### config.mk
export PLATFORM = sky130hd
export DESIGN_NAME = dccm_ldst_ctrl
export DESIGN_NICKNAME = d
export VERILOG_FILES = /design/src/rtl/dccm_ldst_ctrl.sv
export SDC_FILE = /design/constraint.sdc
export NUM_CORES = 1
export LEC_CHECK = 0
export CORE_MARGIN = 4
export CORE_UTILIZATION = 58
export CTS_CLUSTER_DIAMETER = 80
export DETAILED_ROUTE_END_ITERATION = 6
export DONT_BUFFER_PORTS = 1
export PLACE_DENSITY = 0.87
export REMOVE_ABC_BUFFERS = 1
export SLEW_MARGIN = 20
export SYNTH_ARGS = -nofsm -noshare
export SYNTH_HDL_FRONTEND = slang
export SYNTH_SLANG_ARGS = --single-unit
### constraint.sdc
create_clock -name clk -period 2.2 [get_ports clk]
set_input_delay 0.44 -clock clk [delete_from_list [all_inputs] [get_ports clk]]
set_output_delay 0.44 -clock clk [all_outputs]
set_load 0.05 [all_outputs]
### src/rtl/dccm_ldst_ctrl.sv
// DCCM load/store port controller: checks requests, drives the RAM and
// returns aligned load data in order through a credit-protected response FIFO.
module dccm_ldst_ctrl #(
    parameter logic [31:0] DCCM_BASE = 32'h00800000,
    parameter int unsigned A_WIDTH   = 17,
    parameter int unsigned RSP_DEPTH = 2
) (
    input  logic               clk,
    input  logic               rst_a,
    input  logic               req_valid,
    output logic               req_ready,
    input  logic               req_wr,
    input  logic [1:0]         req_size,
    input  logic               req_sext,
    input  logic [31:0]        req_addr,
    input  logic [31:0]        req_wdata,
    output logic               rsp_valid,
    input  logic               rsp_ready,
    output logic [31:0]        rsp_data,
    output logic               rsp_err,
    output logic [A_WIDTH-1:0] dccm_addr,
    output logic [31:0]        dccm_wr_data,
    output logic [3:0]         dccm_we,
    output logic [3:0]         dccm_ck_en,
    input  logic [31:0]        dccm_rd_data
);

    localparam int unsigned CW = $clog2(RSP_DEPTH + 1);
    localparam int unsigned PW = $clog2(RSP_DEPTH);

    typedef enum logic [1:0] {
        SZ_BYTE = 2'd0,
        SZ_HALF = 2'd1,
        SZ_WORD = 2'd2,
        SZ_RSV  = 2'd3
    } size_e;

    logic [CW-1:0] cnt_q, cnt_d;
    logic          acc, pop, push, err;
    logic [3:0]    mask;
    size_e         size;

    logic          s1_valid_q, s1_wr_q, s1_sext_q, s1_err_q;
    size_e         s1_size_q;
    logic [1:0]    s1_addr_q;
    logic [31:0]   ld_data;
    logic [7:0]    ld_byte;
    logic [15:0]   ld_half;

    logic [31:0]   fdata_q [RSP_DEPTH];
    logic          ferr_q  [RSP_DEPTH];
    logic [PW-1:0] wptr_q, wptr_d, rptr_q, rptr_d;
    logic [CW-1:0] fcnt_q, fcnt_d;

    assign size      = size_e'(req_size);
    assign req_ready = rst_a & (cnt_q < CW'(RSP_DEPTH));
    assign acc       = req_valid & req_ready;
    assign rsp_valid = (fcnt_q != '0);
    assign pop       = rsp_valid & rsp_ready;
    assign push      = s1_valid_q;

    always_comb begin
        err  = 1'b0;
        mask = 4'b0000;
        dccm_wr_data = req_wdata;
        case (size)
            SZ_BYTE: begin
                mask         = 4'b0001 << req_addr[1:0];
                dccm_wr_data = {4{req_wdata[7:0]}};
            end
            SZ_HALF: begin
                mask         = 4'b0011 << {req_addr[1], 1'b0};
                dccm_wr_data = {2{req_wdata[15:0]}};
                err          = req_addr[0];
            end
            SZ_WORD: begin
                mask = 4'b1111;
                err  = (req_addr[1:0] != 2'b00);
            end
            default: err = 1'b1;
        endcase
        if (req_addr[31:A_WIDTH+2] != DCCM_BASE[31:A_WIDTH+2]) begin
            err = 1'b1;
        end
    end

    assign dccm_addr  = req_addr[A_WIDTH+1:2];
    assign dccm_ck_en = (acc & ~err) ? mask : 4'b0000;
    assign dccm_we    = (acc & ~err & req_wr) ? mask : 4'b0000;

    always_comb begin
        cnt_d = cnt_q + CW'(acc) - CW'(pop);
    end

    always_ff @(posedge clk or negedge rst_a) begin
        if (!rst_a) begin
            cnt_q      <= '0;
            s1_valid_q <= 1'b0;
            s1_wr_q    <= 1'b0;
            s1_sext_q  <= 1'b0;
            s1_err_q   <= 1'b0;
            s1_size_q  <= SZ_BYTE;
            s1_addr_q  <= '0;
        end else begin
            cnt_q      <= cnt_d;
            s1_valid_q <= acc;
            if (acc) begin
                s1_wr_q   <= req_wr;
                s1_sext_q <= req_sext;
                s1_err_q  <= err;
                s1_size_q <= size;
                s1_addr_q <= req_addr[1:0];
            end
        end
    end

    // RAM output arrives in the cycle after acceptance; align it against the stage-1 copy.
    assign ld_byte = dccm_rd_data[{s1_addr_q, 3'b000} +: 8];
    assign ld_half = dccm_rd_data[{s1_addr_q[1], 4'b0000} +: 16];

    always_comb begin
        ld_data = '0;
        case (s1_size_q)
            SZ_BYTE: ld_data = {{24{s1_sext_q & ld_byte[7]}}, ld_byte};
            SZ_HALF: ld_data = {{16{s1_sext_q & ld_half[15]}}, ld_half};
            SZ_WORD: ld_data = dccm_rd_data;
            default: ld_data = '0;
        endcase
        if (s1_wr_q || s1_err_q) begin
            ld_data = '0;
        end
    end

    function automatic logic [PW-1:0] ptr_inc(input logic [PW-1:0] p);
        return (p == PW'(RSP_DEPTH - 1)) ? '0 : p + PW'(1);
    endfunction

    always_comb begin
        wptr_d = push ? ptr_inc(wptr_q) : wptr_q;
        rptr_d = pop  ? ptr_inc(rptr_q) : rptr_q;
        fcnt_d = fcnt_q + CW'(push) - CW'(pop);
    end

    always_ff @(posedge clk or negedge rst_a) begin
        if (!rst_a) begin
            wptr_q <= '0;
            rptr_q <= '0;
            fcnt_q <= '0;
        end else begin
            wptr_q <= wptr_d;
            rptr_q <= rptr_d;
            fcnt_q <= fcnt_d;
        end
    end

    always_ff @(posedge clk) begin
        if (push) begin
            fdata_q[wptr_q] <= ld_data;
            ferr_q[wptr_q]  <= s1_err_q;
        end
    end

    assign rsp_data = rsp_valid ? fdata_q[rptr_q] : '0;
    assign rsp_err  = rsp_valid ? ferr_q[rptr_q]  : 1'b0;

endmodule

==> results.ini <==
[setup_path]
critPathKind=reg2out
start_kind=flip-flop
cp.required_ns=1.76
cp.arrival_ns=1.84
path_max_fanout=5
endpoint_kind=output port

[placed_design]
dp_hpwl_mm=8.59
gp_congestion=0.842
dpl_cell_area_um2=4940
port_buffers=0

[global_routing]
grt_max_degree=36
grt_antenna_before_repair=0
grtUsageTotal_pct=25.4
first_global_vias=3388
overflow=0
grt_pass1_wl_mm=17.3

[die]
rows=31
start_util_pct=61.1
die_h_um=96.3
design.core.area_um2=7410
dieArea_um2=9280
die_x_um=96.3
ios=196

[timing]
timing.final.ws_setup_ns=-0.0822
report.final.hold_viol_count=0
maxSlewHeadroom_pct=44.4
setup_violations=8
worstMarginPinSlew_ns=0.832
fin_crit_ns=2.28
clock_skew_ns=0.00650
finalCritPeriodShare_pct=104
rsz0062_at_grt=true
fin_setup_tns_ns=-0.453
slew_violations=0
max_freq_mhz=438

[detailed_routing]
drtIter0Drc=293
num_vias=3271
ant_nets=0
remaining_drc_errors=0
finalWirelength_mm=11.8
viasPerCell=6.07
wire_per_inst_um=21.9
firstDrtPassIters=6

[outcome]
violations=setup timing
outcome=finished, violations left

[synth]
ys_seq_elements=80
synthMuxAreaShare_pct=15.5
ys_seq_area_share_pct=51.5
yosysUniqueCellTypes=48
synth_top_area_cell=edfxtp_1
synth_edf_count=66
yosysTopAreaCellShare_pct=43.8
synthSimpleGateAreaFrac_pct=12.5
synthFlopType=edfxtp_1
synth.avg_cell_area_um2=11.4
yosysWarningCount=0
synthTopCellsByArea=edfxtp_1 (44%), mux2i_1 (9.5%), dfrtp_1 (7.7%)
synth_xor_area_share_pct=1.35
async_flop_share_pct=17.5
synth_top_family_by_area=multiplexers
synth_compound_area_share_pct=10.8
synth_fa_ha_area_share_pct=1.11
netlist_area_um2=4530
syn_inst=398

[clock_network]
clk_pin_slew_worst_paths_ns=0.08
cts_tree=yes
clk_latency_ns=0.35
cts_buffer_depth=2
cts_buffers=9
clk_root_buffer_cell=clkbuf_8
clkSinkCount=80
h-tree-depth=3

[power_and_ir_drop]
irDropWorstVdd_mv=0.599
powerDensity_nw_per_um2=1340
p_leak_nw=2.09

[layout]
fin_nets=543
fin_area_um2=5320
antenna_cells=0
areaGrowthSynthToFinish_pct=17.4
final_layout_size_suffix_gt1_share_pct=32.7

[worst_hold_path]
holdCritPathClass=in2reg

[flow_run]
max-cap-violations=0

## cell usage in the layout (no fill, tap or decap), types with 2 or more instances in the layout
master and count:
a21oi_1 21, a21oi_2 10, a222oi_1 4, a22oi_1 12
a32oi_1 3, and2_1 3, and2_4 3, and2b_1 2
and3_4 4, buf_12 10, buf_4 62, bufinv_16 3
clkbuf_8 9, clkinv_1 3, clkinv_4 2, dfrtp_1 13
edfxtp_1 66, ha_1 4, inv_1 6, mux2_2 24
mux2i_1 43, nand2_1 41, nor2_1 44, nor2_2 2
nor2b_1 3, nor2b_2 2, o21ai_0 2, o21ai_1 8
xnor2_1 4, xor2_1 3
## metal layers
metal  track usage, %  wire length, um  vias to the layer above
li1                 -                -                     1488
met2             44.7             6250                      205
met3             12.7             1590                       29
met4             9.70              271                        0
met1             25.4             3710                     1549
met5                0                0                        -
## synthesized netlist by cell type (2+ instances only)
master    instances
ha_1              4
clkbuf_1          9
nor2b_1           4
buf_2            13
and2_1            6
buf_4            25
edfxtp_1         66
xnor2_1           4
inv_1             6
nand2_1          41
a21oi_2          10
a21oi_1          21
o21ai_0          10
and3_1            4
a32oi_1           3
a22oi_1          12
xor2_1            3
dfrtp_1          14
and2b_1           2
mux2_2           24
a222oi_1          4
mux2i_1          43
nor2_1           45
## power breakdown
group / internal, W / total (W) / switching (W) / leakage, nW
sequential: 0.00187 / 0.00202 / 0.000148 / 0.779
clock: 0.000744 / 0.00125 / 0.000507 / 0.116
combinational: 0.00128 / 0.00385 / 0.00258 / 1.19
total: 0.00390 / 0.00713 / 0.00323 / 2.09
## path summary, 6_finish.rpt
check	slack [ns]	cells after the start	start	end
setup / recovery	-0.08	8	cnt_q[1]	dccm_we[0]
hold / removal	0.20	2	req_wr	s1_wr_q
setup reg to reg	0.33	4	s1_size_q[1]	fdata_q[0][8]
hold reg to reg	0.49	2	s1_sext_q	s1_sext_q
max in group asynchronous	1.21	1	rst_a	rptr_q
min in group asynchronous	0.54	1	rst_a	fcnt_q[1]
## layout make-up
cell class	instances	area (um^2)
Tap cell	99	124
Sequential cell	80	2340
Fill cell	529	2090
Timing Repair Buffer	74	681
Inverter	7	31.3
Clock buffer	9	124
Clock inverter	7	110
Multi-Input combinational cell	263	1910
## cell families (layout without fill, tap and decap cells)
group           after synthesis  count (layout)
buf+inv                      55              97
fa+ha+maj                     4               4
xor+xnor                      7               7
flops                        80              80
mux                          67              67
simple gates                117             117
compound gates               68              68
## through the flow
step           setup WS (ns)  util, %  hold slack [ns]  cells  total power [W]
2_1_floorplan          -1.05        -            0.144    350          0.00477
3_3_place_gp           0.202     66.7            0.145    510          0.00570
3_5_place_dp           0.127     66.7            0.145    510          0.00579
4_1_cts               -0.112     71.2            0.185    535          0.00709
5_1_grt               -0.176     71.7            0.186    539          0.00750
6_report             -0.0822     71.7            0.205    539          0.00713
## registers in the layout (all words and copies together) (netlist names)
register   flops
cnt_q          2
s1_size_q      2
s1_sext_q      1
ferr_q         2
s1_wr_q        1
push           1
rptr_q         1
wptr_q         1
fcnt_q         2
s1_err_q       1
fdata_q       64
s1_addr_q      2
## worst max-delay path, stage by stage, from the launching register on
cell      delay, ns
dfrtp_1        0.41
nor2b_4        0.15
nand2_4        0.08
clkinv_4       0.05
nand4_4        0.06
a211oi_2       0.22
buf_4          0.18
and3_4         0.20
buf_12         0.13
## what timing repair did
item | 4_1_cts | 5_1_grt
hold buffers | 1 | 0
pin swaps | 4 | 4
hold endpoints to repair | 14 | 0
setup endpoints to repair | 8 | 27
cloned | 1 | 0
buffers inserted | 7 | 4
gates resized for setup | 8 | 4
Note: power is estimated with default switching activity, not from simulation.
